<file path="config.mk">
export PLATFORM = sky130hd
export DESIGN_NAME = ps2_scancode_rx
export DESIGN_NICKNAME = d
export VERILOG_FILES = /design/src/rtl/ps2_scancode_rx.sv
export SDC_FILE = /design/constraint.sdc
export NUM_CORES = 1
export LEC_CHECK = 0
export CAP_MARGIN = 5
export CORE_MARGIN = 3
export CORE_UTILIZATION = 31
export DETAILED_ROUTE_END_ITERATION = 16
export PLACE_DENSITY = 0.54
export SLEW_MARGIN = 20
export SYNTH_ARGS = -nofsm -noshare
export SYNTH_HDL_FRONTEND = slang
export SYNTH_SLANG_ARGS = --single-unit
export TNS_END_PERCENT = 5
</file>
<file path="constraint.sdc">
create_clock -name clock -period 2.2 [get_ports clock]
set_input_delay 0.33 -clock clock [delete_from_list [all_inputs] [get_ports clock]]
set_output_delay 0.33 -clock clock [all_outputs]
set_load 0.01 [all_outputs]
</file>
<file path="src/rtl/ps2_scancode_rx.sv">
// PS/2 device-to-host receiver: synchronizes and filters the pins, deframes 11-bit frames and
// folds E0/F0 prefixes into one key event. Define PS2_TIMEOUT_EN to enable the mid-frame timeout.
module ps2_scancode_rx #(
  parameter int unsigned FILTER  = 8,
  parameter int unsigned TIMEOUT = 50000
) (
  input  logic       clock,
  input  logic       reset,
  input  logic       ps2_clk,
  input  logic       ps2_data,
  output logic [7:0] code,
  output logic       strobe,
  output logic       pressed,
  output logic       extended,
  output logic       frame_err
);

  localparam int unsigned FW = (FILTER > 1) ? $clog2(FILTER) : 1;

  localparam logic [1:0] StIdle   = 2'd0;
  localparam logic [1:0] StData   = 2'd1;
  localparam logic [1:0] StParity = 2'd2;
  localparam logic [1:0] StStop   = 2'd3;

  logic          clk_s1_q, clk_s2_q, dat_s1_q, dat_s2_q;
  logic          filt_q, filt_d;
  logic [FW-1:0] fcnt_q, fcnt_d;
  logic          fall;

  logic [1:0]    state_q, state_d;
  logic [7:0]    sh_q, sh_d;
  logic [2:0]    bcnt_q, bcnt_d;
  logic          par_q, par_d;
  logic          ext_q, ext_d;
  logic          brk_q, brk_d;
  logic [7:0]    code_q, code_d;
  logic          pressed_q, pressed_d;
  logic          extended_q, extended_d;
  logic          strobe_q, strobe_d;
  logic          err_q, err_d;

  // Filtered clock flips only after FILTER consecutive samples disagreeing with it.
  always_comb begin
    filt_d = filt_q;
    fcnt_d = '0;
    if (clk_s2_q != filt_q) begin
      if (fcnt_q == FW'(FILTER - 1)) begin
        filt_d = ~filt_q;
      end else begin
        fcnt_d = fcnt_q + 1'b1;
      end
    end
  end

  assign fall = filt_q & ~filt_d;

`ifdef PS2_TIMEOUT_EN
  localparam int unsigned TW = $clog2(TIMEOUT + 1);
  logic [TW-1:0] to_q, to_d;
  logic          to_hit;

  always_comb begin
    to_d = '0;
    if (!fall && state_q != StIdle) begin
      to_d = to_q + 1'b1;
    end
  end

  assign to_hit = (state_q != StIdle) && (to_q == TW'(TIMEOUT));

  always_ff @(posedge clock) begin
    if (reset) begin
      to_q <= '0;
    end else begin
      to_q <= to_d;
    end
  end
`else
  logic to_hit;
  logic unused_timeout_cfg;
  assign to_hit             = 1'b0;
  assign unused_timeout_cfg = ^TIMEOUT;
`endif

  always_comb begin
    state_d    = state_q;
    sh_d       = sh_q;
    bcnt_d     = bcnt_q;
    par_d      = par_q;
    ext_d      = ext_q;
    brk_d      = brk_q;
    code_d     = code_q;
    pressed_d  = pressed_q;
    extended_d = extended_q;
    strobe_d   = 1'b0;
    err_d      = 1'b0;
    if (fall) begin
      case (state_q)
        StIdle: begin
          if (!dat_s2_q) begin
            state_d = StData;
            bcnt_d  = '0;
          end
        end
        StData: begin
          sh_d   = {dat_s2_q, sh_q[7:1]};
          bcnt_d = bcnt_q + 1'b1;
          if (bcnt_q == 3'd7) begin
            state_d = StParity;
          end
        end
        StParity: begin
          par_d   = dat_s2_q;
          state_d = StStop;
        end
        default: begin
          state_d = StIdle;
          if (dat_s2_q && ((^sh_q) ^ par_q)) begin
            if (sh_q == 8'hE0) begin
              ext_d = 1'b1;
            end else if (sh_q == 8'hF0) begin
              brk_d = 1'b1;
            end else begin
              code_d     = sh_q;
              pressed_d  = ~brk_q;
              extended_d = ext_q;
              strobe_d   = 1'b1;
              ext_d      = 1'b0;
              brk_d      = 1'b0;
            end
          end else begin
            err_d = 1'b1;
            ext_d = 1'b0;
            brk_d = 1'b0;
          end
        end
      endcase
    end else if (to_hit) begin
      // Abandon the partial byte but keep any prefix already seen.
      state_d = StIdle;
      err_d   = 1'b1;
    end
  end

  always_ff @(posedge clock) begin
    if (reset) begin
      clk_s1_q   <= 1'b1;
      clk_s2_q   <= 1'b1;
      dat_s1_q   <= 1'b1;
      dat_s2_q   <= 1'b1;
      filt_q     <= 1'b1;
      fcnt_q     <= '0;
      state_q    <= StIdle;
      sh_q       <= '0;
      bcnt_q     <= '0;
      par_q      <= 1'b0;
      ext_q      <= 1'b0;
      brk_q      <= 1'b0;
      code_q     <= '0;
      pressed_q  <= 1'b0;
      extended_q <= 1'b0;
      strobe_q   <= 1'b0;
      err_q      <= 1'b0;
    end else begin
      clk_s1_q   <= ps2_clk;
      clk_s2_q   <= clk_s1_q;
      dat_s1_q   <= ps2_data;
      dat_s2_q   <= dat_s1_q;
      filt_q     <= filt_d;
      fcnt_q     <= fcnt_d;
      state_q    <= state_d;
      sh_q       <= sh_d;
      bcnt_q     <= bcnt_d;
      par_q      <= par_d;
      ext_q      <= ext_d;
      brk_q      <= brk_d;
      code_q     <= code_d;
      pressed_q  <= pressed_d;
      extended_q <= extended_d;
      strobe_q   <= strobe_d;
      err_q      <= err_d;
    end
  end

  assign code      = code_q;
  assign strobe    = strobe_q;
  assign pressed   = pressed_q;
  assign extended  = extended_q;
  assign frame_err = err_q;

endmodule

</file>
Word-level counts from Yosys, hierarchy flattened
Index checks and enable logic that the tools add are counted.

Word-level logic and storage cells: 71. Output and inout bits: 12. Bits in registers: 36. Input bits: 4.

Reductions and logical operators: 15. Equality and inequality tests: 11. Add/sub/neg operators: 2. Mux-type cells: 15. Bitwise logic cells: 11.

Operator list (number): $eq A8 B8 Y1 const B (2); $reduce_and A3 Y1 (4); $mux W1 (10); $not A1 Y1 (9); $reduce_xor A8 Y1 (1); $reduce_or A7 Y1 (1); $add A3 B1 Y3 const B (2); $eq A3 B3 Y1 const B (2); $ne A2 B2 Y1 const B (3); $pmux W2 S3 (1); $pmux W3 S2 (1); $reduce_or A3 Y1 (2); $reduce_and A5 Y1 (1); $reduce_or A5 Y1 (1); $mux W2 (2); $reduce_and A2 Y1 (2); $mux W3 (1); $ne A3 B3 Y1 const B (1); $eq A2 B1 Y1 const B (1); $eq A2 B2 Y1 const B (1); $logic_not A2 Y1 (1); $reduce_bool A2 Y1 (1); $and A1 B1 Y1 (1); $logic_and A1 B1 Y1 (1); 2 further kinds (2).

Depth between registers and ports, before layout
Gate-level depths: netlist (run 1).

Word-level depth: 7. Mapped depth: 8. Mapped depth without buffers: 6.

Worst setup path before layout (run 1)
No wires, ideal clock.

Path kind: reg2reg. Start point: register sh_q[6]. End point: register pressed_q (netlist: pressed). Clock period less this slack: 1.977 ns. Path slack: 0.223 ns. Arrival time: 1.856 ns. Setup time: 0.121 ns. Cell stages (with the launch flop): 7. Path buffers: 1. Required time: 2.079 ns. Cells stage by stage: dfxtp_1 -> ha_1 -> xnor3_1 -> xnor2_2 -> o2111a_1 -> buf_6 -> mux2_4.

Longest elaborated chain between the ends: 4. Elaborated cells on any way between the ends: 8. Classes of those cells: eq/ne (2); bitwise (3); reduce/logical (3).

Ends and longest elaborated chain: from (decl) (RTL line 31) `logic [7:0] sh_q, sh_d;`; from (signal assigned) (RTL line 154) `sh_q <= '0;`; from (signal assigned) (RTL line 172) `sh_q <= sh_d;`; $reduce_xor A8 Y1 (RTL line 118) `if (dat_s2_q && ((^sh_q) ^ par_q)) begin`; $xor A1 B1 Y1 (RTL line 118); $logic_and A1 B1 Y1 (RTL line 118); $reduce_and A5 Y1 (no source line) *; to (signal assigned) (RTL line 178) `pressed_q <= pressed_d;`; to (decl) (RTL line 37) `logic pressed_q, pressed_d;`.

Mark *: on every way between the ends. The rest lies on a longest branch, timed or not. A chain may end at the register's enable or synchronous reset.

Worst setup path in the final report (run 1)
Start point: register sh_q[7]. End point: register code_q[1] (netlist: code[1]).

Longest elaborated chain between the ends: 4. Elaborated cells on any way between the ends: 8. Classes of those cells: eq/ne (2); bitwise (3); reduce/logical (3).

Ends and longest elaborated chain: $reduce_xor A8 Y1 (RTL line 118); $xor A1 B1 Y1 (RTL line 118); $logic_and A1 B1 Y1 (RTL line 118); $reduce_and A5 Y1 (no source line) *; to (signal assigned) (RTL line 177) `code_q <= code_d;`; to (decl) (RTL line 36) `logic [7:0] code_q, code_d;`.

Marks and branches as above.

==> results of run 1 <==
where the power goes:
group	switching, uW	total (uW)	leakage, uW	internal (uW)
sequential	3.26	658	0.000291	655
combinational	14.0	29.3	0.000392	15.3
clock	231	567	0.0000552	336
layout make-up:
| class | count | area (sq um) |
|---|---|---|
| fill | 541 | 3180 |
| multi-input combinational | 131 | 896 |
| sequential | 36 | 721 |
| timing repair buffer | 20 | 188 |
| tap | 70 | 87.6 |
| clock buffer | 6 | 72.6 |
| clock inverter | 2 | 35.0 |
| inverter | 7 | 26.3 |
flip-flops by register name (all words and copies together) (netlist names), 2 cells and up:
register,cells
bcnt_q,3
state_q,2
sh_q,8
fcnt_q,3
code,8
worst reg2reg max path, stage by stage, from the launching register on:
cell	delay (ns)
dfxtp_1	0.40
ha_1	0.27
xnor3_1	0.38
xnor2_2	0.19
o2111a_1	0.25
buf_4	0.21
mux2i_1	0.20
path summary, 6_finish.rpt:
path,start,to,slack [ns],depth (start not counted)
max,sh_q[7],code[1],0.23,6
min,dat_s1_q,dat_s2_q,0.41,1
max reg2reg,sh_q[7],code[1],0.23,6
min reg2reg,dat_s1_q,dat_s2_q,0.41,1
layer usage:
metal / part of all wire / GRT usage / vias up / wire, um
li1: - / - / 650 / -
met1: 0.54 / 0.144 / 560 / 1590
met2: 0.42 / 0.150 / 14 / 1230
met3: 0.028 / 0.0226 / 4 / 83
met4: 0.017 / 0.0507 / 0 / 50
met5: 0 / 0 / - / 0
cell families after synthesis:
kind of cell	count (synthesis)	synth area share
fa+ha+maj	13	0.0960
xor+xnor	4	0.0332
mux	10	0.0620
flops	36	0.425
buf+inv	18	0.0458
simple gates	77	0.239
compound gates	27	0.0990
Yosys cell counts (2+ instances only):
cell type and instances:
dfxtp_1 36, nand2_1 22, nand2b_1 20, a21oi_1 16, ha_1 13, nor2_1 10
mux2i_1 9, clkbuf_1 8, inv_1 7, nand3_1 5, or2_2 5, and2_1 3
nor2b_1 3, a21o_1 2, and3b_1 2, nor3_1 2, xnor2_1 2
stage by stage:
step                      worst slack (ns)  cells  cell area [sq um]
after floorplan                      0.223    185               1690
after global placement               0.288    264               1920
after detailed placement             0.238    264               1920
after CTS                            0.209    272               2030
after global routing                 0.117    272               2030
final                                0.233    272               2030
==> flow_metrics.tcl, run 1 <==
set metrics [dict create \
    cts_tree "built" \
    setup_viol 0 \
    grt_usage 0.104 \
    drv_cap 0 \
    synth_top_area_frac 0.425 \
    ys.warnings.count 0 \
    dieArea_sq_um 6390 \
    synth_area_leaders "dfxtp_1 43%, ha_1 9.6%, nand2b_1 7.4%" \
    port_buffers 15 \
    grt_max_degree 26 \
    cp_slowest_stage_delay_ns 0.40 \
    clk_pin_slew_worst_paths_ns 0.07 \
    synthCells 185 \
    drive_gt1_frac 0.0941 \
    grt_overflow_total 0 \
    slowest_stage "dfxtp_1" \
    leakagePower_uw 0.000738 \
    dp_hpwl_um 2090 \
    cp.required_ns 2.41 \
    startpoint_type "flip-flop" \
    crit_type "reg -> reg" \
    ir_drop_uv 204 \
    ant_nets 0 \
    min_path_type "reg -> reg" \
    seq_area_frac_synth 0.425 \
    cts.sinks 36 \
    power_density_nw_per_um2 619 \
    die_y_um 79.9 \
    fmax_mhz 509 \
    synth_edf_count 0 \
    hold_viol_final 0 \
    firstDrtPassIters 4 \
    die_w_um 79.9 \
    gp_congestion 0.768 \
    cts_buffers 5 \
    cts_resized 0 \
    first_global_vias 1190 \
    end_kind "flip-flop" \
    synth-main-ff-cell "dfxtp_1" \
    wl_per_cell_um 10.9 \
    yosys.cell_types.count 37 \
    ys_seq_elements 36 \
    netlist_area_sq_um 1690 \
    initial_utilization 0.325 \
    outcome "completed" \
    drtIter0Drc 48 \
    fin_nets 218 \
    post-route-min-period_ns 1.97 \
    grt_antenna_before_repair 0 \
    crit_family "XOR/XNOR gates" \
    grt_pass1_wl_um 5220 \
    finalPower_uw 1250 \
    fin_crit_sh 0.894 \
    critical_path.cell_chain "ha_1, xnor3_1, xnor2_2, o2111a_1, buf_4, mux2i_1" \
    synth_nets 202 \
    rsz0062_at_grt "false" \
    boundaryPins 16 \
    final_common_cell "dfxtp_1" \
    htree_levels 2 \
    postSynthAreaPerCell_sq_um 9.16 \
    num_antenna_cells 0 \
    path_max_fanout 8 \
    most-common-layout-cells "36 x dfxtp_1, 22 x nand2_1, 20 x nand2b_1" \
    core_area_sq_um 5200 \
    synthArstFlopShare 0 \
    finClkSkew_ns 0.00635 \
    critPathArrivalTime_ns 2.18 \
    vias 1228 \
    ctsRootBufferMaster "clkbuf_8" \
    post-cts-setup-buffer-count 0 \
    area_growth_pct 19.6 \
    core.rowCount 26 \
    drc 0 \
    hold_buffers 0 \
    tightest_slew_ns 0.531 \
    synth_area_leader_cell "dfxtp_1" \
    fin_util 0.389 \
    crit_buf_inv 1 \
    finalHoldWorstSlack_ns 0.412 \
    slew_headroom 0.645 \
    finalWirelength_um 2960 \
    report.final.slew_viol_count 0 \
    clock_latency_ns 0.29 \
    vias_per_cell 4.51 \
    tns_ns 0 \
    cts_buffer_depth 2 \
]
Power figures use the tool's default switching activity.
==> run 2, diff against run 1 <==
- CORE_MARGIN: 3 -> 4
- CTS_CLUSTER_DIAMETER: unset -> 100
==> run 2 against run 1 <==
Net effect: final cell count stayed put; critical path depth stayed put; core utilization hardly changed; first-iteration DRC count is 17% higher; global-route usage is 0.44 points higher; register-to-register slack hardly changed; count of clock-buffer cells in the layout stayed put; non-clock buffer count stayed put; clock power is 16% lower; setup slack better by 0.0056 ns; highest routed layer unchanged.
==> flow_metrics.tcl, run 2 (same netlist as run 1, synthesis figures left out) <==
set metrics [dict create \
    r2r-start "sh_q[6]" \
    cts_buffers 5 \
    fin_nets 218 \
    grt_max_degree 46 \
    boundaryPins 16 \
    gp_congestion 0.729 \
    tightest_slew_ns 0.543 \
    cts.sinks 36 \
    area_growth_pct 19.5 \
    clk_pin_slew_worst_paths_ns 0.08 \
    r2r_slack_ns 0.24 \
    rsz0062_at_grt "false" \
    fmax_mhz 510 \
    first_global_vias 1207 \
    slowest_stage "xnor3_1" \
    hold-path-cell-count 1 \
    r2r_cells 6 \
    use_met1 0.140 \
    ir_drop_uv 397 \
    port_buffers 15 \
    core.rowCount 26 \
    cts_buffer_depth 2 \
    outcome "completed" \
    startpoint "sh_q[6]" \
    grt_usage 0.108 \
    busiest_layer "met2" \
    slew_headroom 0.637 \
    fin_util 0.389 \
    fill_cells 545 \
    hold_viol_final 0 \
    htree_levels 2 \
    report.final.slew_viol_count 0 \
    clock_latency_ns 0.29 \
    grt_pass1_wl_um 5550 \
    vias 1226 \
    cp.required_ns 2.41 \
    finClkSkew_ns 0.0106 \
    dieArea_sq_um 6710 \
    post-route-min-period_ns 1.96 \
    tns_ns 0 \
    dp_hpwl_um 2090 \
    place_area_sq_um 1930 \
    drc 0 \
    end_kind "flip-flop" \
    use_met2 0.166 \
    cts_tree "built" \
    wl_per_cell_um 10.9 \
    grt_overflow_total 0 \
    die_y_um 81.9 \
    design_area_sq_um 2020 \
    hold_start "dat_s1_q" \
    cp_slowest_stage_delay_ns 0.37 \
    finalWirelength_um 2980 \
    drv_cap 0 \
    startpoint_type "flip-flop" \
    setup_viol 0 \
    drtIter0Drc 56 \
    critical_path.cell_chain "ha_1, xnor3_1, xnor2_2, o2111a_2, buf_4, mux2i_1" \
    grtUsageMet3 0.0329 \
    die_w_um 81.9 \
    critPathArrivalTime_ns 2.17 \
    drive_gt1_frac 0.104 \
    leakagePower_uw 0.000740 \
    min_path_type "reg -> reg" \
    power_density_nw_per_um2 577 \
    path_max_fanout 6 \
    crit_type "reg -> reg" \
    vias_per_cell 4.51 \
    fin_crit_sh 0.891 \
    grt_antenna_before_repair 0 \
    final_common_cell "dfxtp_1" \
    most-common-layout-cells "36 x dfxtp_1, 22 x nand2_1, 20 x nand2b_1" \
    num_antenna_cells 0 \
    ant_nets 0 \
    core_area_sq_um 5200 \
    min_to "dat_s2_q" \
    crit_family "XOR/XNOR gates" \
    firstDrtPassIters 4 \
    initial_utilization 0.325 \
    finalHoldWorstSlack_ns 0.408 \
    timing.rr.end "code[0]" \
    ctsRootBufferMaster "clkbuf_8" \
    crit_buf_inv 1 \
]
-- run 2: report_power, final --
| group | internal [uW] | switching, uW |
|---|---|---|
| clock | 250 | 229 |
| sequential | 655 | 3.52 |
| combinational | 16.6 | 13.6 |
-- run 2: worst max path at each step --
stage | to | slack (ns) | cells after the start
floorplan | pressed | 0.22 | 6
global route | code[0] | 0.05 | 6
detailed placement | code[0] | 0.15 | 6
CTS | code[0] | 0.13 | 6
global placement | code[0] | 0.20 | 6
finish | code[0] | 0.24 | 6
-- run 2: what timing repair did --
action                     4_1_cts  5_1_grt
buffers inserted                 0        0
gates resized for setup          0        1
hold buffers                     0        0
setup endpoints to repair        0        1
-- run 2: through the flow --
stage,power (uW),std cells,worst slack [ns]
2_1_floorplan,692,185,0.223
3_3_place_gp,705,264,0.203
3_5_place_dp,705,264,0.150
4_1_cts,1190,272,0.131
5_1_grt,1220,272,0.0539
6_report,1170,272,0.239
-- run 2: area by class of cell --
cell class | instances | area (sq um) | share of cell area
clock inverters | 2 | 10.0 | 0.00494
inverters | 7 | 26.3 | 0.0130
repair buffers | 20 | 200 | 0.0989
flip-flops and latches | 36 | 721 | 0.356
clock buffers | 6 | 82.6 | 0.0408
well taps | 70 | 87.6 | 0.0433
multi-input cells | 131 | 897 | 0.443
-- run 2: routing by layer --
metal  up-vias  routed length (um)
li1        649                   -
met1       553                1480
met2        19                1300
met3         5                 136
met4         0                  63
met5         -                   0
